$ cat src/rtl/regfile_pkg.sv
// Shared definitions for the parametrised register file: controller state
// encoding and the byte-lane count helper.
package regfile_pkg;

  typedef enum logic {
    ST_IDLE  = 1'b0,
    ST_CLEAR = 1'b1
  } state_t;

  function automatic int lane_count(input int data_w);
    return data_w / 8;
  endfunction

endpackage

$ cat src/rtl/regfile_rd_port.sv
// One combinational read port: array mux, architectural zero register and
// byte-lane merge of same-cycle write data when forwarding is enabled.
module regfile_rd_port
  import regfile_pkg::*;
#(
  parameter int DATA_W   = 32,
  parameter int ADDR_W   = 5,
  parameter int ZERO_REG = 1,
  parameter int BYPASS   = 1
) (
  input  logic [ADDR_W-1:0]                raddr,
  input  logic [(2**ADDR_W)*DATA_W-1:0]    mem_flat,
  input  logic                             byp_en,
  input  logic [ADDR_W-1:0]                waddr,
  input  logic [DATA_W-1:0]                wdata,
  input  logic [lane_count(DATA_W)-1:0]    wbe,
  output logic [DATA_W-1:0]                rdata
);

  localparam int LANES = lane_count(DATA_W);

  logic [DATA_W-1:0] arr_word;
  logic              zero_hit;
  logic              byp_hit;

  assign arr_word = mem_flat[int'(raddr)*DATA_W +: DATA_W];
  assign zero_hit = (ZERO_REG != 0) && (raddr == '0);
  assign byp_hit  = (BYPASS != 0) && byp_en && (waddr == raddr);

  // Zero register wins over forwarding so r0 can never leak write data.
  always_comb begin
    rdata = arr_word;
    if (zero_hit) begin
      rdata = '0;
    end else if (byp_hit) begin
      for (int k = 0; k < LANES; k++) begin
        if (wbe[k]) rdata[8*k +: 8] = wdata[8*k +: 8];
      end
    end
  end

endmodule

$ cat src/rtl/regfile_param.sv
// Parametrised decode-stage register file with byte-enable writes, optional
// write-to-read forwarding and a one-entry-per-cycle bulk-clear sweep.
module regfile_param
  import regfile_pkg::*;
#(
  parameter int DATA_W   = 32,
  parameter int ADDR_W   = 5,
  parameter int NUM_RD   = 2,
  parameter int ZERO_REG = 1,
  parameter int BYPASS   = 1
) (
  input  logic                          clk,
  input  logic                          rst,
  input  logic [NUM_RD*ADDR_W-1:0]      raddr,
  output logic [NUM_RD*DATA_W-1:0]      rdata,
  input  logic                          we,
  input  logic [ADDR_W-1:0]             waddr,
  input  logic [DATA_W-1:0]             wdata,
  input  logic [lane_count(DATA_W)-1:0] wbe,
  input  logic                          clr_req,
  output logic                          busy,
  output logic                          clr_done,
  output logic                          wr_drop
);

  localparam int DEPTH = 2**ADDR_W;
  localparam int LANES = lane_count(DATA_W);

  state_t              state;
  state_t              state_nxt;
  logic [ADDR_W-1:0]   clr_idx;
  logic [ADDR_W-1:0]   clr_idx_nxt;
  logic                clr_last;
  logic                wr_ok;
  logic                byp_en;
  logic [DATA_W-1:0]   mem [DEPTH];
  logic [DEPTH*DATA_W-1:0] mem_flat;

  assign clr_last = (state == ST_CLEAR) && (clr_idx == ADDR_W'(DEPTH - 1));
  assign wr_ok    = (state == ST_IDLE) && we &&
                    !((ZERO_REG != 0) && (waddr == '0));
  assign byp_en   = (state == ST_IDLE) && we;

  always_comb begin
    state_nxt   = state;
    clr_idx_nxt = clr_idx;
    case (state)
      ST_IDLE: begin
        if (clr_req) begin
          state_nxt   = ST_CLEAR;
          clr_idx_nxt = '0;
        end
      end
      ST_CLEAR: begin
        // The natural wrap of clr_idx back to 0 coincides with the sweep end.
        clr_idx_nxt = clr_idx + 1'b1;
        if (clr_last) state_nxt = ST_IDLE;
      end
      default: begin
        state_nxt   = ST_IDLE;
        clr_idx_nxt = '0;
      end
    endcase
  end

  always_ff @(posedge clk or posedge rst) begin
    if (rst) begin
      state    <= ST_IDLE;
      clr_idx  <= '0;
      busy     <= 1'b0;
      clr_done <= 1'b0;
      wr_drop  <= 1'b0;
    end else begin
      state    <= state_nxt;
      clr_idx  <= clr_idx_nxt;
      busy     <= (state_nxt == ST_CLEAR);
      clr_done <= clr_last;
      wr_drop  <= we && (state == ST_CLEAR);
    end
  end

  // Storage: the sweep owns the array while clearing, writeback otherwise.
  always_ff @(posedge clk or posedge rst) begin
    if (rst) begin
      for (int i = 0; i < DEPTH; i++) mem[i] <= '0;
    end else if (state == ST_CLEAR) begin
      mem[clr_idx] <= '0;
    end else if (wr_ok) begin
      for (int k = 0; k < LANES; k++) begin
        if (wbe[k]) mem[waddr][8*k +: 8] <= wdata[8*k +: 8];
      end
    end
  end

  for (genvar g = 0; g < DEPTH; g++) begin : g_flat
    assign mem_flat[g*DATA_W +: DATA_W] = mem[g];
  end

  for (genvar p = 0; p < NUM_RD; p++) begin : g_rd
    regfile_rd_port #(
      .DATA_W   (DATA_W),
      .ADDR_W   (ADDR_W),
      .ZERO_REG (ZERO_REG),
      .BYPASS   (BYPASS)
    ) u_rd (
      .raddr    (raddr[p*ADDR_W +: ADDR_W]),
      .mem_flat (mem_flat),
      .byp_en   (byp_en),
      .waddr    (waddr),
      .wdata    (wdata),
      .wbe      (wbe),
      .rdata    (rdata[p*DATA_W +: DATA_W])
    );
  end

endmodule
$ cat config.mk
export PLATFORM = sky130hd
export DESIGN_NAME = regfile_param
export DESIGN_NICKNAME = d
export VERILOG_FILES = /design/src/rtl/regfile_pkg.sv /design/src/rtl/regfile_rd_port.sv /design/src/rtl/regfile_param.sv
export SDC_FILE = /design/constraint.sdc
export NUM_CORES = 2
export LEC_CHECK = 0
export CELL_PAD_IN_SITES_DETAIL_PLACEMENT = 1
export CELL_PAD_IN_SITES_GLOBAL_PLACEMENT = 1
export CORE_AREA = 5 5 342 344
export CTS_CLUSTER_SIZE = 20
export DETAILED_ROUTE_END_ITERATION = 10
export DIE_AREA = 0 0 347 349
export DONT_BUFFER_PORTS = 1
export GPL_TIMING_DRIVEN = 1
export PLACE_DENSITY_LB_ADDON = 0.1
export SLEW_MARGIN = 10
export SYNTH_ARGS = -nofsm -noshare
export SYNTH_HDL_FRONTEND = slang
export SYNTH_HIERARCHICAL = 1
export SYNTH_SLANG_ARGS = --single-unit
$ cat constraint.sdc
create_clock -name clk -period 42.6 [get_ports clk]
set_input_delay 4.26 -clock clk [delete_from_list [all_inputs] [get_ports clk]]
set_output_delay 4.26 -clock clk [all_outputs]
set_load 0.1 [all_outputs]
After elaboration in Yosys (flattened, before gate mapping):

Index checks and enable logic that the tools add are counted.

* output and inout bits: 67
* register bits after elaboration: 1032

* reductions and logical operators: 13
* equality and inequality tests: 4
* shifts and indexed selects: 2
* bitwise gates (word level): 5
* multiplexer cells: 43
* add/subtract/negate cells: 1
* magnitude comparators: 4

Operators with widths (count)
* 1024-bit 2-to-1 mux: 12
* 1024-bit bitwise mux: 4
* 1024-bit by 11-bit indexed part select with 32-bit output: 2
* 1024-bit AND: 1
* 1024-bit inverter: 1
* 32-bit demux with 5-bit select: 5
* 32-bit 2-to-1 mux: 6
* 8-bit 2-to-1 mux: 9
* 24-bit 2-to-1 mux: 1
* 16-bit 2-to-1 mux: 1
* 5-bit zero test: 3
* 6-bit >= comparator, second input constant: 2
* 6-bit by 1-bit less-than comparator with 1-bit output, second input constant: 2
* 5-bit inverter with 6-bit output: 2
* 5-bit == test: 2
* 5-bit one-hot mux with 2 select lines: 1
* 1-bit logical AND: 8
* 5-bit by 1-bit adder with 5-bit output, second input constant: 1
* 5-bit == test, second input constant: 1
* 5-bit 2-to-1 mux: 1
* 1-bit 2-to-1 mux: 2
* 2-bit != test, second input constant: 1
* 1-bit one-hot mux with 2 select lines: 1
* 2-bit nonzero test: 1
* 2 further kinds: 2

Longest topological paths before layout:

* word-level depth: 21
* gate-level depth with buffers: 10
* mapped depth without buffers: 5

Cells and area by module:

Netlist, hierarchy kept.

By module, submodules not included
* regfile_param: times used 1, seq. area each 25824.8 µm², area an instance 38770.9 µm², cells an instance 2705
* regfile_rd_port: times used 2, seq. area each 0.0 µm², area an instance 8808.4 µm², cells an instance 888

Worst setup path before layout:

OpenSTA, ideal clock, no wires.

* kind: input port to output port
* from: in we
* to: out rdata[10]
* buffers on the path: 4
* setup slack: 31.861 ns
* data arrival time: 6.479 ns
* stages on the path: 9
* required time: 38.340 ns
* path through: buf_2 -> clkbuf_1 -> buf_2 -> nor2b_1 -> nand2_1 -> nor3_1 -> and2_1 -> clkbuf_1 -> a32o_1

* cells in the longest elaborated chain, start to end: 4

Ends and longest elaborated chain
* from (decl): line regfile_param.sv:16 `input logic we,`
* 1-bit logical AND: line regfile_param.sv:42 `assign byp_en = (state == ST_IDLE) && we;`
* named net byp_en: line regfile_param.sv:35 `logic byp_en;`
* 1-bit logical AND: line regfile_rd_port.sv:28 `assign byp_hit = (BYPASS != 0) && byp_en && (waddr == raddr);`
* 32-bit 2-to-1 mux: line regfile_rd_port.sv:35 `end else if (byp_hit) begin`
* 32-bit 2-to-1 mux: line regfile_rd_port.sv:33 `if (zero_hit) begin`
* to (decl): line regfile_param.sv:15 `output logic [NUM_RD*DATA_W-1:0] rdata,`

The timed path passes the listed nets, and every way through them passes these cells.

Final worst setup path:

* from: in raddr[1]
* to: out rdata[20]

* cells in the longest elaborated chain, start to end: 4
* elaborated cells between the ends (all ways): 7
* classes of those cells: 1 x eq/ne; 1 x shift; 3 x mux; 2 x reduce/logical

Ends and longest elaborated chain
* from (decl): line regfile_param.sv:14 `input logic [NUM_RD*ADDR_W-1:0] raddr,`
* 1024-bit by 11-bit indexed part select with 32-bit output or 5-bit == test (tied branches): line regfile_rd_port.sv:26, regfile_rd_port.sv:28
* 8-bit 2-to-1 mux or 1-bit logical AND (tied branches): line regfile_rd_port.sv:37, regfile_rd_port.sv:28
* 32-bit 2-to-1 mux: line regfile_rd_port.sv:35
* 32-bit 2-to-1 mux *: line regfile_rd_port.sv:33

Every way passes the cells marked *; elsewhere a longest branch is shown, timed or not.

==> results by group <==
Status
  – Failing checks: max-slew violations
  – Outcome: finished with violations

Drt
  – Routed Antenna Nets: 0
  – Router iterations before antenna repair: 6
  – Total DRC errors in the routed layout: 0
  – Total Wirelength: ~240000 um
  – DRT iter0 DRCs: 6250
  – Routed len/inst: 41.31 um
  – Vias after detailed routing: 45917
  – Detailed-route vias per instance: 7.779

Layout
  – Final-layout fill cell count: 11258
  – Share of post-route cells with drive strength above 1: 0.1503
  – Commonest cells after routing, fill and taps aside: sky130_fd_sc_hd__dfrtp_1 (1031), sky130_fd_sc_hd__a22o_1 (854), sky130_fd_sc_hd__mux2i_1 (615)
  – Area delta synth->final: 8.288%
  – Most frequent standard cell in the layout excluding fill and tap cells: sky130_fd_sc_hd__dfrtp_1
  – Final design instance area without fill: 61060 um2
  – Final layout net count: 4347

Timing
  – Transition at the pin with the smallest max-transition slack: between 4000 and 5000 ps
  – Ratio of final minimum period to clock period: 0.3257
  – Fin Clk Skew: roughly 26 ps
  – Number of hold violations in the final report: 0
  – Worst max-slew margin expressed relative to the limit: -1.753
  – Fmax: roughly 70 MHz
  – Final-layout setup total negative slack: 0 ps
  – Min cycle time layout: about 14000 ps
  – Finish-stage setup viols: 0
  – Setup repair after global routing missed its margin: false
  – Final-report max-slew violation count: ~360

Yosys
  – Netlist area before placement: about 56000 um2
  – Number of enable flip-flop cells after synthesis: 0
  – Async SR Flop Fraction: 1.000
  – Synth Area in XOR/XNOR: 0.001709
  – Synth warnings: 6
  – Complex-gate fraction of the synthesized area: 0.2423
  – Number of cells produced by synthesis: between 4000 and 5000
  – Syn nets: between 4000 and 5000
  – Basic-gate share of the synthesized area counting and, or, nand and nor cells: 0.06224
  – Count of unique library cells instantiated by Yosys: 70
  – Dominant combinational cell family by area after synthesis: compound AO/OA/AOI/OAI gates
  – Sequential share of the synthesized area: 0.4580
  – Most instantiated flip-flop cell in the synthesis netlist: sky130_fd_sc_hd__dfrtp_1
  – Number of storage elements in the synthesis netlist: 1032
  – Mean cell area of the mapped netlist: approximately 13 um2
  – Mux contribution to synthesized area: 0.1908
  – Adder and majority gate portion of the synthesized area: 0.001109

Floorplanning
  – Horizontal extent of the die: roughly 350 um
  – Die area: approximately 120000 um2
  – Starting utilization of the core area: 0.4965
  – FP Rows: 124
  – Overall die height: roughly 350 um
  – Core area: between 100000 and 150000 um2
  – Top-level port count: roughly 120

Clock tree
  – Num Clock Sinks: roughly 1000
  – Clock insertion delay at the later pin of the skew report: about 730 ps
  – Number of setup buffers added after CTS: 0
  – CTS root buffer: sky130_fd_sc_hd__clkbuf_16
  – Number of buffers inserted during clock tree synthesis: 117
  – CTS max path bufs: 3
  – Clock tree from TritonCTS: done
  – Number of H-tree levels: 3
  – CTS Hold Buffers Added: 0
  – CTS clock-pin slew for the worst setup and hold paths: around 60 ps
  – Gates resized, CTS repair: 0

Pwr
  – Switching Share: 0.3189
  – Leakage: ~0.027 uW
  – Share of total power in the clock network: 0.421
  – Proportion of power drawn by flip-flops and latches: 0.400
  – Worst vdd rail ir drop: between 0.03 and 0.04 mV
  – Pwr Density: 42.20 nW/um2
  – Overall Power: between 2000 and 3000 uW
  – Internal Dissipation: 1755 uW
  – Psw: approximately 820 uW
  – Part of the total power dissipated in combinational logic: 0.179

Setup path
  – Worst setup slack for register-to-register paths: between 30000 and 40000 ps
  – Number of cells on the worst reg-to-reg path: 4
  – Critical Path End Type: primary output
  – Source of the critical timing path: raddr[1]
  – Worst reg2reg path endpoint: mem[579]
  – Worst r2r src: state
  – Worst setup path category: input pin to primary output
  – Crit path to: rdata[20]
  – Critical Path RT: between 30000 and 40000 ps
  – Arrival time at the worst endpoint: ~9600 ps
  – Startpoint type of the worst setup path: input pin
  – CP Max Fanout: roughly 420

Job
  – Max Cap Violations: 0

Worst hold path
  – Hold/Removal Path Class: register to register
  – Start point of the worst min-delay path: mem[264]

Place
  – Placer congestion estimate: 0.9314
  – Total half-perimeter wirelength after legalization and detailed placement: approximately 160000 um
  – Cell area after placement: ~57000 um2
  – # port buffers: 0

Global route
  – Initial antenna violation count: 4
  – Global-route wire length before repair: about 350000 um
  – Vias in the first global route: ~47000
  – Aggregate global-route resource usage: 0.3901
  – Total gr overflow: 0
  – Pin count of the biggest net entering global routing: between 400 and 500
-- critical path, stage by stage --
cell                      delay [ps]
sky130_fd_sc_hd__xnor2_1         990
sky130_fd_sc_hd__nand4_1         280
sky130_fd_sc_hd__nor2_1          140
sky130_fd_sc_hd__a21oi_1         960
sky130_fd_sc_hd__a32o_1         1130
-- flip-flops by register name (all words and copies together), names as in the netlist --
register  count
mem        1024
clr_done      1
clr_idx       5
wr_drop       1
state         1
-- area by class of cell --
class                           count  area [um2]  area share
Clock inverter                     57       659.4     0.01080
Multi-Input combinational cell   3014       28320      0.4638
Tap cell                         1512        1892     0.03098
Timing Repair Buffer              116       903.4     0.01479
Sequential cell                  1032       25830      0.4230
Antenna cell                        5       12.51   0.0002049
Clock buffer                      161        3416     0.05594
Inverter                            6       30.03   0.0004918
-- power groups by stage --
stage	combinational, uW	clock [uW]	sequential (uW)
after CTS	435	1090	1030
after global routing	456	1130	1030
after global placement	430	0	1050
after floorplan	310	0	1040
after detailed placement	435	0	1050
final	461	1080	1030
-- synthesized netlist by cell type, drive strengths merged (20+ instances only) --
cell type / number / area (um2)
dfrtp: 1032 / 25820
a22o: 854 / 7480
mux2i: 615 / 6156
a22oi: 410 / 3143
buf: 268 / 1833
mux4: 194 / 4369
o2bb2ai: 184 / 1612
clkbuf: 161 / 613.1
nor2: 97 / 531.8
nand3: 88 / 440.4
and2: 79 / 494.2
nand2: 58 / 217.7
nor3: 56 / 280.3
o211ai: 52 / 390.4
o22ai: 48 / 300.3
mux2: 21 / 236.5
a221oi: 20 / 175.2
and3: 20 / 125.1
-- worst min path at each step --
stage          slack (ps)   endpoint  depth (start not counted)
2_1_floorplan         470  mem[1007]                          1
3_3_place_gp          480   mem[270]                          1
3_5_place_dp          490   mem[183]                          1
4_1_cts               510   mem[183]                          1
5_1_grt               520   mem[658]                          1
6_report              510   mem[264]                          1
-- metal layers --
layer	GRT usage	up-vias	wire length, um
met4	0.1888	6	13800
met1	0.5299	24412	96770
met3	0.1257	697	28060
li1	-	17835	-
met2	0.5674	2967	105000
met5	0.01334	-	269
-- through the flow --
| stage | setup WS [ps] | hold slack, ps | instances | util |
|---|---|---|---|---|
| 5_1_grt | 31330 | 523.3 | 5898 | 0.5375 |
| 3_3_place_gp | 30390 | 482.9 | 5678 | 0.5014 |
| 6_report | 28720 | 508.0 | 5903 | 0.5377 |
| 2_1_floorplan | 9297 | 466.6 | 4481 | - |
| 4_1_cts | 31340 | 509.7 | 5898 | 0.5375 |
| 3_5_place_dp | 31360 | 493.0 | 5680 | 0.5017 |
-- logic make-up after synthesis --
group / count (synthesis)
muxes: 830
adders and majority gates: 5
DFF: 1032
AOI/OAI and AO/OA: 1633
buffers and inverters: 435
xor gates and xnor gates: 11
and+or+nand+nor: 535
(Power assumes the default switching activity.)
